===== src/rtl/npu_pool_pkg.sv =====
// ---------------------------------------------------------------------------
// npu_pool_pkg
//
// Definitions shared by the NPU pooling datapath: the max-pooling comparator
// tree and the max-unpooling stage.
//
// Token layout: a packed {index, data} word.
//   data  : bits [DATA_LSB +: data_width]
//   index : bits [INDEX_LSB +: index_width]
// The index field sits directly above the data field. INDEX_LSB is given for
// the default data width. Blocks that take their data width as a parameter
// use index_lsb() to find the index field.
//
// Unpooling FSM state encoding: IDLE=1'b0, EMIT=1'b1.
// ---------------------------------------------------------------------------
package npu_pool_pkg;

    // Default field widths of the pooling datapath.
    localparam int DEFAULT_DATA_WIDTH  = 8;
    localparam int DEFAULT_INDEX_WIDTH = 16;

    // Field slice positions within an {index, data} token.
    localparam int DATA_LSB  = 0;
    localparam int INDEX_LSB = DATA_LSB + DEFAULT_DATA_WIDTH;

    // Index-field LSB for a token whose data field is data_width bits wide.
    function automatic int index_lsb(input int data_width);
        return DATA_LSB + data_width;
    endfunction

    // Unpooling FSM state encoding.
    typedef enum logic {
        IDLE = 1'b0,
        EMIT = 1'b1
    } unpool_state_e;

endpackage : npu_pool_pkg


===== src/rtl/max_unpool.sv =====
// ---------------------------------------------------------------------------
// max_unpool
//
// Streaming max-unpooling stage. This is the inverse of the max-pooling
// comparator tree. Each accepted {index, data} token expands into one pooling
// window of Win_Size output beats. The beat whose position equals the token
// index carries the data value. Every other beat carries zero.
//
// Parameters
//   Data_Width   width of the data field (not interpreted, passed bit-exact)
//   Index_Width  width of the index field
//   Win_Size     beats per window, 2 .. 2**Index_Width
//
// Ports
//   clk, rst_n     clock and asynchronous active-low reset
//   in_valid/in_ready/in_data/in_last
//                  token input (valid/ready). in_last marks the frame's last
//                  window.
//   out_valid/out_ready/out_data
//                  beat output (valid/ready)
//   out_win_last   final beat of a window
//   out_last       final beat of a frame's last window
//   idx_err        sticky flag. Set when a token's index is >= Win_Size.
//   err_clr        synchronous clear of idx_err. A simultaneous set wins.
//
// Behaviour
//   A token accepted on edge N makes its first beat valid after edge N.
//   When the final beat of a window is taken, the next token is accepted on
//   the same edge. Back-to-back windows therefore stream without a bubble.
//   in_ready depends combinationally on out_ready only in that case.
//   All outputs except in_ready are registered. They are precomputed from the
//   next-state values, so a stalled beat holds its outputs stable.
// ---------------------------------------------------------------------------
module max_unpool
    import npu_pool_pkg::*;
#(
    parameter int Data_Width  = 8,
    parameter int Index_Width = 16,
    parameter int Win_Size    = 4
) (
    input  logic                              clk,
    input  logic                              rst_n,
    input  logic                              in_valid,
    output logic                              in_ready,
    input  logic [Index_Width+Data_Width-1:0] in_data,
    input  logic                              in_last,
    output logic                              out_valid,
    input  logic                              out_ready,
    output logic [Data_Width-1:0]             out_data,
    output logic                              out_win_last,
    output logic                              out_last,
    output logic                              idx_err,
    input  logic                              err_clr
);

    // -----------------------------------------------------------------------
    // Local constants
    // -----------------------------------------------------------------------
    localparam int POS_W   = $clog2(Win_Size);
    localparam int IDX_LSB = index_lsb(Data_Width);

    // Position of the final beat in a window.
    localparam logic [POS_W-1:0] POS_LAST = POS_W'(Win_Size - 1);

    // Win_Size can be as large as 2**Index_Width, which does not fit in
    // Index_Width bits. The range check therefore uses one extra bit.
    localparam logic [Index_Width:0] WIN_SIZE_EXT = (Index_Width + 1)'(Win_Size);

    // -----------------------------------------------------------------------
    // State
    // -----------------------------------------------------------------------
    unpool_state_e           state_q,        state_d;
    logic [POS_W-1:0]        pos_q,          pos_d;
    logic [Index_Width-1:0]  idx_h_q,        idx_h_d;
    logic [Data_Width-1:0]   data_h_q,       data_h_d;
    logic                    last_h_q,       last_h_d;
    logic                    idx_err_q,      idx_err_d;
    logic                    out_valid_q,    out_valid_d;
    logic [Data_Width-1:0]   out_data_q,     out_data_d;
    logic                    out_win_last_q, out_win_last_d;
    logic                    out_last_q,     out_last_d;

    // -----------------------------------------------------------------------
    // Token field extraction
    // -----------------------------------------------------------------------
    logic [Index_Width-1:0] tok_idx;
    logic [Data_Width-1:0]  tok_data;
    logic                   tok_idx_bad;

    assign tok_idx  = in_data[IDX_LSB +: Index_Width];
    assign tok_data = in_data[DATA_LSB +: Data_Width];

    // Full-width comparison. An out-of-range index is never wrapped into the
    // window.
    assign tok_idx_bad = ({1'b0, tok_idx} >= WIN_SIZE_EXT);

    // -----------------------------------------------------------------------
    // Handshakes
    // -----------------------------------------------------------------------
    logic pos_at_last;
    logic out_xfer;
    logic in_xfer;

    assign pos_at_last = (pos_q == POS_LAST);
    assign out_xfer    = out_valid_q && out_ready;

    // The stage takes a new token when idle, or on the edge that consumes the
    // final beat of the current window.
    assign in_ready = (state_q == IDLE) || (out_xfer && pos_at_last);
    assign in_xfer  = in_valid && in_ready;

    // -----------------------------------------------------------------------
    // Next-state logic
    // -----------------------------------------------------------------------
    always_comb begin
        state_d   = state_q;
        pos_d     = pos_q;
        idx_h_d   = idx_h_q;
        data_h_d  = data_h_q;
        last_h_d  = last_h_q;
        idx_err_d = idx_err_q;

        if (in_xfer) begin
            // This covers a token accepted in IDLE and a reload on the final
            // beat of a window.
            idx_h_d  = tok_idx;
            data_h_d = tok_data;
            last_h_d = in_last;
            pos_d    = '0;
            state_d  = EMIT;
        end else if (out_xfer) begin
            if (pos_at_last) begin
                state_d = IDLE;
            end else begin
                pos_d = pos_q + POS_W'(1);
            end
        end

        // If a set and a clear happen on the same edge, the set wins.
        if (in_xfer && tok_idx_bad) begin
            idx_err_d = 1'b1;
        end else if (err_clr) begin
            idx_err_d = 1'b0;
        end
    end

    // -----------------------------------------------------------------------
    // Output precompute
    //
    // The outputs are computed from the next-state values and then
    // registered. The beat seen after an edge therefore matches the position
    // held in pos_q after that edge. For an out-of-range index, no position
    // ever matches, so the whole window is zero.
    // -----------------------------------------------------------------------
    logic emit_d;
    logic data_beat_d;

    always_comb begin
        emit_d         = (state_d == EMIT);
        data_beat_d    = emit_d && (Index_Width'(pos_d) == idx_h_d);
        out_valid_d    = emit_d;
        out_data_d     = data_beat_d ? data_h_d : '0;
        out_win_last_d = emit_d && (pos_d == POS_LAST);
        out_last_d     = emit_d && (pos_d == POS_LAST) && last_h_d;
    end

    // -----------------------------------------------------------------------
    // Registers
    //
    // Reset discards any window in progress and clears all outputs
    // immediately.
    // -----------------------------------------------------------------------
    always_ff @(posedge clk or negedge rst_n) begin
        if (!rst_n) begin
            state_q        <= IDLE;
            pos_q          <= '0;
            idx_h_q        <= '0;
            data_h_q       <= '0;
            last_h_q       <= 1'b0;
            idx_err_q      <= 1'b0;
            out_valid_q    <= 1'b0;
            out_data_q     <= '0;
            out_win_last_q <= 1'b0;
            out_last_q     <= 1'b0;
        end else begin
            state_q        <= state_d;
            pos_q          <= pos_d;
            idx_h_q        <= idx_h_d;
            data_h_q       <= data_h_d;
            last_h_q       <= last_h_d;
            idx_err_q      <= idx_err_d;
            out_valid_q    <= out_valid_d;
            out_data_q     <= out_data_d;
            out_win_last_q <= out_win_last_d;
            out_last_q     <= out_last_d;
        end
    end

    // -----------------------------------------------------------------------
    // Output drive
    // -----------------------------------------------------------------------
    assign out_valid    = out_valid_q;
    assign out_data     = out_data_q;
    assign out_win_last = out_win_last_q;
    assign out_last     = out_last_q;
    assign idx_err      = idx_err_q;

endmodule : max_unpool


===== config.mk =====
export PLATFORM = sky130hd
export DESIGN_NAME = max_unpool
export DESIGN_NICKNAME = d
export VERILOG_FILES = /design/src/rtl/npu_pool_pkg.sv /design/src/rtl/max_unpool.sv
export SDC_FILE = /design/constraint.sdc
export NUM_CORES = 1
export LEC_CHECK = 0
export ABC_AREA = 0
export ABC_CLOCK_PERIOD_IN_PS = 4500
export BUFFER_PORTS_ARGS = -buffer_cell sky130_fd_sc_hd__buf_2
export CORE_MARGIN = 2
export CORE_UTILIZATION = 25
export CTS_CLUSTER_SIZE = 20
export DETAILED_ROUTE_END_ITERATION = 16
export GPL_TIMING_DRIVEN = 0
export HOLD_SLACK_MARGIN = 0.12
export PLACE_DENSITY = 0.53
export SYNTH_ARGS = -nofsm -noshare
export SYNTH_HDL_FRONTEND = slang
export SYNTH_SLANG_ARGS = --single-unit

===== constraint.sdc =====
create_clock -name clk -period 4.5 [get_ports clk]
set_clock_uncertainty 0.2 [all_clocks]
set_input_delay 0.225 -clock clk [delete_from_list [all_inputs] [get_ports clk]]
set_output_delay 0.225 -clock clk [all_outputs]
set_load 0.02 [all_outputs]

# Word-level counts from Yosys, hierarchy flattened
# Index checks and enable logic that the tools add are counted.
# totals
ff_bits,39
latch_bits,0
mem_bits_rw,0
rom_bits,0
input_bits,30
out_inout_bits,13
word_cells,36
memories,0
# classes
addsub,1
mul,0
div_mod_pow,0
magnitude_cmp,1
n_eq_ne,3
shift,0
n_mux,12
bitwise,1
reduce_logical,9
# op_table
op,n
== test 2 x 16 -> 1 bit,1
greater-or-equal comparator 16 x 3 -> 1 bit (second input constant),1
2-to-1 mux 16 bit,1
2-to-1 mux 8 bit,2
logical AND 1 bit,7
2-to-1 mux 1 bit,6
2-to-1 mux 2 bit,3
== test 2 bit (second input constant),2
adder 2 x 1 -> 2 bit (second input constant),1
nonzero test 2 bit,1
logical OR 1 bit,1
NOT 1 bit,1

# Longest topological paths before layout
# Gate-level depths: netlist (run 1).
# depth
depth_word,8
mapped_depth,6
depth_no_buf,4

# Least setup slack after synthesis (run 1)
# No wires, ideal clock.
# synth_path
kind,flip-flop to flip-flop
start,register out_valid_q (netlist: out_valid)
end,register out_data_q[0] (netlist: out_data[0])
setup_time_ns,0.122
arrival_time_ns,1.633
required_ns,4.178
path_slack_ns,2.545
stages_incl_launch_ff,5
n_path_buf,1
synth_period_minus_slack_ns,1.955
cell_sequence,dfrtp_1 buf_2 a21oi_4 mux2_2 a2111oi_1
# synth_between
elab_chain_len,8
elab_cells_between_ends,15
classes_between,1 x eq/ne; 8 x mux; 1 x bitwise; 5 x reduce/logical
# synth_rtl
item,line_no,rtl
from (decl),max_unpool.sv:78,"logic out_valid_q, out_valid_d;"
from (signal assigned),max_unpool.sv:192,out_valid_q <= out_valid_d;
logical AND 1 bit,max_unpool.sv:105,assign out_xfer = out_valid_q && out_ready;
logical AND 1 bit,max_unpool.sv:109,assign in_ready = (state_q == IDLE) || (out_xfer && pos_at_last);
logical OR 1 bit,max_unpool.sv:109,
logical AND 1 bit,max_unpool.sv:110,assign in_xfer = in_valid && in_ready;
2-to-1 mux 2 bit or 2-to-1 mux 16 bit (tied branches),max_unpool.sv:123,if (in_xfer) begin
== test 2 x 16 -> 1 bit,max_unpool.sv:160,data_beat_d = emit_d && (Index_Width'(pos_d) == idx_h_d);
logical AND 1 bit,max_unpool.sv:160,
2-to-1 mux 8 bit *,max_unpool.sv:162,out_data_d = data_beat_d ? data_h_d : '0;
named net out_data_d[0],max_unpool.sv:79,"logic [Data_Width-1:0] out_data_q, out_data_d;"
to (signal assigned),max_unpool.sv:193,out_data_q <= out_data_d;
to (decl),max_unpool.sv:79,
# The timed path passes the listed nets; every way through them passes the cells marked *.
# A chain may end at the register's enable or synchronous reset.

# Final worst setup path (run 1)
# layout_path
start,input in_valid
end,register idx_err_q (netlist: idx_err)
# layout_between
elab_chain_len,3
elab_cells_between_ends,4
classes_between,1 x mux; 3 x reduce/logical
# layout_rtl
item,line_no,rtl
from (decl),max_unpool.sv:43,"input logic in_valid,"
logical AND 1 bit *,max_unpool.sv:110,
logical AND 1 bit *,max_unpool.sv:140,if (in_xfer && tok_idx_bad) begin
2-to-1 mux 1 bit or nonzero test 2 bit (tied branches),n/a,
to (signal assigned),max_unpool.sv:191,idx_err_q <= idx_err_d;
to (decl),max_unpool.sv:77,"logic idx_err_q, idx_err_d;"
# Mark *: on every way between the ends. The rest lies on a longest branch, timed or not.

==> reports/metrics.yaml, run 1 <==
sta:
  rsz0062_at_grt: "false"
  slew_violations: 0
  period_share: 0.536
  period_needed_ns: 2.41
  fin_tns_setup_ns: 0
  maxSlewHeadroom: 0.368
  worst_slack_ns: 2.09
  fmax_ghz: 0.415
  worst_slew_pin_slew_ns: 0.940
  finalHoldViolCount: 0
  final-setup-viol-count: 0
clock_tree:
  clkTransAtPathRegs_ns: 0.09
  cts_setup_buffers: 0
  clock_path_buffers: 2
  cts_resized: 0
  htree_levels: 2
  cts_tree: "yes"
  cts_inserted_buffers: 5
  clk_latency_ns: 0.29
  clock_sinks: 39
  cts-root-buf: "clkbuf_8"
  hold_buffers: 29
critical_path:
  slowest_stage: "dlygate4sd3_1"
  crit_type: "primary input to flop"
  rr_startpoint: "pos_q[0]"
  worst_setup_path_end_kind: "flop"
  r2r_end: "idx_err"
  crit_required_ns: 4.54
  critPathMaxStageDelay_ns: 0.57
  ff2ff_path_depth: 7
  crit_chain: "dlygate4sd3_1, buf_2, inv_1, a21oi_4, buf_2, nand2_1, o21ai_0, dlygate4sd3_1"
  startpoint: "in_valid"
  worstPathArrival_ns: 2.45
  startpoint_type: "primary input"
  path_max_fanout: 10
  crit_end: "idx_err"
  reg2reg_setup_slack_ns: 2.16
floorplanning:
  num_io_pins: 43
  chipHeight_um: 87.4
  rows: 30
  die_area_sq_um: 7630
  die_width_um: 87.4
  core_sq_um: 6760
  start_util: 0.257
synth:
  synthesis.area_sq_um: 1740
  yosys.area.top_type: "dfrtp_1"
  syn_avg_cell_area_sq_um: 13.2
  synth.distinct_cells: 33
  ys.warnings.count: 0
  ys_ff_latch: 39
  yosys-top-cells-area: "dfrtp_1, mux2_2, mux2i_1, a2111oi_1, inv_1"
  synth_top_cell_area_share: 0.562
  seq_area_frac_synth: 0.562
  synth_nets: 162
  postSynthCellCount: 132
outcome:
  outcome: "finished, final reports clean"
final_layout:
  antenna_cells: 0
  finalCoreUtilization: 0.363
  nNetsFinal: 239
  syn2layout_area_growth_pct: 41.0
  drive_above_1_share: 0.376
  n_fill_cell: 688
grt:
  grt_pass1_vias: 1392
  grt_usage: 0.112
  overflow: 0
  antenna_found_initial: 0
  grt_start_max_net_pins: 40
  grt_pass1_wl_um: 6580
detailed_routing:
  routed-via-count: 1301
  drtAntennaViolNets: 0
  viasPerCell: 4.49
  routed_wl_um: 3870
  drc_errors: 0
  dr.first_iter.drc_count: 34
  wl_per_cell_um: 13.3
  drt_first_pass_iters: 4
hold_path:
  hold_class: "primary input to flop"
  hp-start: "out_ready"
place:
  portBuffers: 41
  routabilityCongestion: 0.744
  dpl.hpwl_um: 2620
  place_ws_ns: 2.30
pwr:
  max-vdd-ir-drop_v: 0.000161
  leakage_nw: 1.10
  power.density_nw_per_um2: 530
flow_run:
  maxCapViolations: 0
## cells in the mapped netlist
master and n:
o311a_1 1, o21ai_0 3, a2111oi_2 1, and3_1 2, nor2_1 2, and3b_1 2, xor2_1 1, buf_2 2
nor4_1 5, buf_6 2, nand4_4 1, a21oi_1 3, a2111oi_1 7, nor3_1 1, nand2_1 5, mux2_2 18
a21oi_4 1, or4_4 1, nor3_4 1, nand4_1 3, a32o_1 1, dfrtp_1 39, mux2i_1 8, a21boi_0 1
nand2b_1 3, or3_1 1, nand4b_1 1, and2_1 1, nand3b_1 1, buf_4 1, inv_1 11, nand3_2 1
nor4_2 1
## worst max-delay path: cells and delay by family
| kind | cells | cell delay [ns] |
|---|---|---|
| AND/OR/NAND/NOR | 1 | 0.07 |
| AO/OA/AOI/OAI | 2 | 0.45 |
| buffers and inverters | 5 | 1.69 |
## logic make-up after synthesis
family,share of synthesized area
and+or+nand+nor,0.132
xor gates and xnor gates,0.00504
buffers and inverters,0.0468
AOI/OAI and AO/OA,0.0914
DFF,0.562
muxes,0.163
## flip-flops by register name, indices dropped and copies added (netlist names)
register and count:
out_win_last 1, data_h_q 8, idx_err 1, out_data 8
out_valid 1, out_last 1, idx_h_q 16, last_h_q 1
pos_q 2
## worst min-delay path by stage
stage,end,cells after the start
6_report,out_win_last,3
5_1_grt,pos_q[0],3
4_1_cts,pos_q[0],3
3_5_place_dp,idx_h_q[14],1
3_3_place_gp,idx_h_q[11],1
2_1_floorplan,data_h_q[0],0
## where the power goes
part	internal, mW	switching [mW]
Combinational	0.216	0.225
Clock	0.168	0.134
Sequential	0.487	0.0682
Total	0.871	0.427
## area by class of cell
class,instances,area [sq um],share of cell area
sequential,39,976,0.398
multi-input combinational,77,681,0.278
timing repair buffer,70,495,0.202
tap,80,100,0.0409
clock buffer,5,68.8,0.0281
clock inverter,3,47.5,0.0194
inverter,11,41.3,0.0169
buffer,5,40.0,0.0163
## routing by layer
metal / vias to the layer above / GRT usage / part of all wire
li1: 635 / - / -
met1: 641 / 0.143 / 0.46
met2: 20 / 0.186 / 0.49
met3: 5 / 0.0227 / 0.029
met4: 0 / 0.0462 / 0.019
met5: - / 0 / 0
## layout by cell type (no fill, tap or decap), types with 2 or more instances in the layout
cell / n
buf_2: 43
nand2b_1: 3
mux2i_1: 8
and3_1: 2
and3b_1: 2
dfrtp_1: 39
nand4_1: 3
nand2_1: 5
clkbuf_8: 5
mux2_2: 18
o21ai_0: 3
nor2_1: 2
inv_1: 11
buf_6: 2
a2111oi_1: 7
nor4_1: 5
a21oi_1: 3
dlygate4sd3_1: 29
## through the flow
| step | instances | hold WS, ns | area [sq um] | total power [mW] |
|---|---|---|---|---|
| 2_1_floorplan | 132 | -0.271 | 1740 | 0.873 |
| 3_5_place_dp | 253 | 0.212 | 2040 | 0.987 |
| 4_1_cts | 290 | 0.169 | 2450 | 1.32 |
| 6_report | 290 | 0.182 | 2450 | 1.30 |
| 3_3_place_gp | 253 | 0.208 | 2040 | 0.978 |
| 5_1_grt | 290 | 0.198 | 2450 | 1.39 |
(Power assumes the default switching activity.)
==> run 2: changes to the inputs <==
- ABC_CLOCK_PERIOD_IN_PS: 4500 -> 2390
- clock period: 4.5 -> 2.39 ns (I/O delays scaled with it)
==> run 2 against run 1 <==
Net effect: sequential power rose by 89%; count of clock-buffer cells in the layout stayed put; critical path depth decreased by 2; highest routed layer unchanged; power rose by 91%; design area is 2.0% higher; combinational power grew 95%.
==> reports/metrics.yaml, run 2 (synthesis gave the netlist of run 1 again) <==
final_layout:
  nNetsFinal: 245  # +2.5%
  layout_common_cells: "buf_2, dfrtp_1, dlygate4sd3_1, mux2_2, inv_1"
  mostFrequentLayoutCell: "buf_2"
  largest_register_ffs: 16  # unchanged
  antenna_cells: 0  # unchanged
  final_cell_count_no_fill: 296  # +2.1%
  regArea_sq_um: 976  # unchanged
  drive_above_1_share: 0.384  # +0.00807
  n_fill_cell: 687  # -0.15%
  multi_input_area_sq_um: 681  # unchanged
  largest-register: "idx_h_q"
  finalCoreUtilization: 0.370  # +0.00741
  syn2layout_area_growth_pct: 43.8
sta:
  slew_violations: 0  # unchanged
  period_share: 0.890
  period_needed_ns: 2.13
  fin_tns_setup_ns: 0  # unchanged
  fmax_ghz: 0.470
  worst_slew_pin_slew_ns: 0.933  # -0.00708 ns
  rsz0062_at_grt: "false"
  maxSlewHeadroom: 0.373  # +0.00476
  final-setup-viol-count: 0  # unchanged
  finalHoldViolCount: 0  # unchanged
  whs_ns: 0.274  # +0.0925 ns
detailed_routing:
  routed_wl_um: 3920  # +1.3%
  dr.first_iter.drc_count: 36  # +5.9%
  wl_per_cell_um: 13.2  # -0.73%
  drc_errors: 0  # unchanged
  drtAntennaViolNets: 0  # unchanged
  routed-via-count: 1331  # +2.3%
  viasPerCell: 4.50  # +0.23%
  drt_first_pass_iters: 4  # unchanged
critical_path:
  crit_required_ns: 2.31  # -2.23 ns
  reg2reg_setup_slack_ns: 0.30  # -1.86 ns
  worst_setup_path_end_kind: "flop"
  crit_type: "primary input to flop"
  startpoint_type: "primary input"
  worstPathArrival_ns: 2.05  # -0.40 ns
  path_max_fanout: 9  # -1
floorplanning:
  start_util: 0.257  # unchanged
  chipHeight_um: 87.4  # unchanged
  rows: 30  # unchanged
  die_area_sq_um: 7630  # unchanged
  core_sq_um: 6760  # unchanged
  die_width_um: 87.4  # unchanged
  num_io_pins: 43  # unchanged
hold_path:
  hold_class: "primary input to async pin"
grt:
  met1_usage: 0.143  # +0.000590
  use_met3: 0.0227  # unchanged
  grt_pass1_vias: 1401  # +0.65%
  grt_pass1_wl_um: 6610  # +0.43%
  overflow: 0  # unchanged
  grt_usage: 0.113  # +0.000395
  antenna_found_initial: 0  # unchanged
  met2_usage: 0.187  # +0.000689
  grt_start_max_net_pins: 40  # unchanged
  grt-busiest-layer: "met2"
pwr:
  max-vdd-ir-drop_v: 0.000304  # +89%
  power.density_nw_per_um2: 991  # +87%
  leakage_nw: 1.13  # +2.5%
  p_total_mw: 2.48  # +91%
clock_tree:
  htree_levels: 2  # unchanged
  clock_sinks: 39  # unchanged
  cts_inserted_buffers: 5  # unchanged
  cts_resized: 0  # unchanged
  clock_path_buffers: 2  # unchanged
  cts-root-buf: "clkbuf_8"
  clkTransAtPathRegs_ns: 0.08  # about the same
  clk_latency_ns: 0.29  # about the same
  cts_tree: "yes"
place:
  dpl.hpwl_um: 2620  # unchanged
  routabilityCongestion: 0.744  # unchanged
  portBuffers: 41  # unchanged
  dp_cells: 253  # unchanged
outcome:
  outcome: "finished, final reports clean"
flow_run:
  maxCapViolations: 0  # unchanged
==> run 2: worst max-delay path: stages <==
cell and delay, ns:
dlygate4sd3_1 0.54, buf_4 0.17, a21boi_0 0.22, nor3_1 0.09, nor4_2 0.77, a2111oi_1 0.13
==> run 2: path summary, 6_finish.rpt <==
kind                        startpoint     endpoint  depth (start not counted)
setup / recovery             out_ready  out_data[1]                          6
hold / removal                   rst_n  idx_h_q[10]                          2
setup reg to reg              pos_q[0]  out_data[1]                          5
hold reg to reg            data_h_q[3]  data_h_q[3]                          2
max in group asynchronous        rst_n     pos_q[1]                          2
min in group clk           data_h_q[3]  data_h_q[3]                          2
==> run 2: cell type report <==
class                           instances  share of cell area
Sequential cell                        39               0.390
Multi-Input combinational cell         77               0.272
Timing Repair Buffer                   76               0.218
Tap cell                               80              0.0400
Clock buffer                            5              0.0275
Clock inverter                          3              0.0190
Inverter                               11              0.0165
Buffer                                  5              0.0160
==> run 2: stage by stage <==
stage | area, sq um | setup WS (ns)
after detailed placement | 2040 | 0.193
after floorplan | 1740 | 0.435
after CTS | 2470 | 0.0132
after global routing | 2500 | 0.0779
after global placement | 2040 | 0.148
final | 2500 | 0.264
==> run 2: repair_timing <==
action	in CTS	in global routing
hold buffers	31	0
endpoints found under the hold margin	78	0
setup buffers	0	4
endpoints found under the setup margin	0	5
==> run 2: power breakdown <==
part	switching, mW	leakage (nW)	internal (mW)
Clock	0.253	0.0587	0.316
Combinational	0.428	0.594	0.434
Sequential	0.129	0.479	0.917
Total	0.810	1.13	1.67
==> run 2: layer usage <==
layer | routed length (um) | up-vias
met5 | 0 | -
met4 | 74 | 0
met3 | 124 | 5
met2 | 1940 | 22
met1 | 1780 | 657
li1 | - | 647
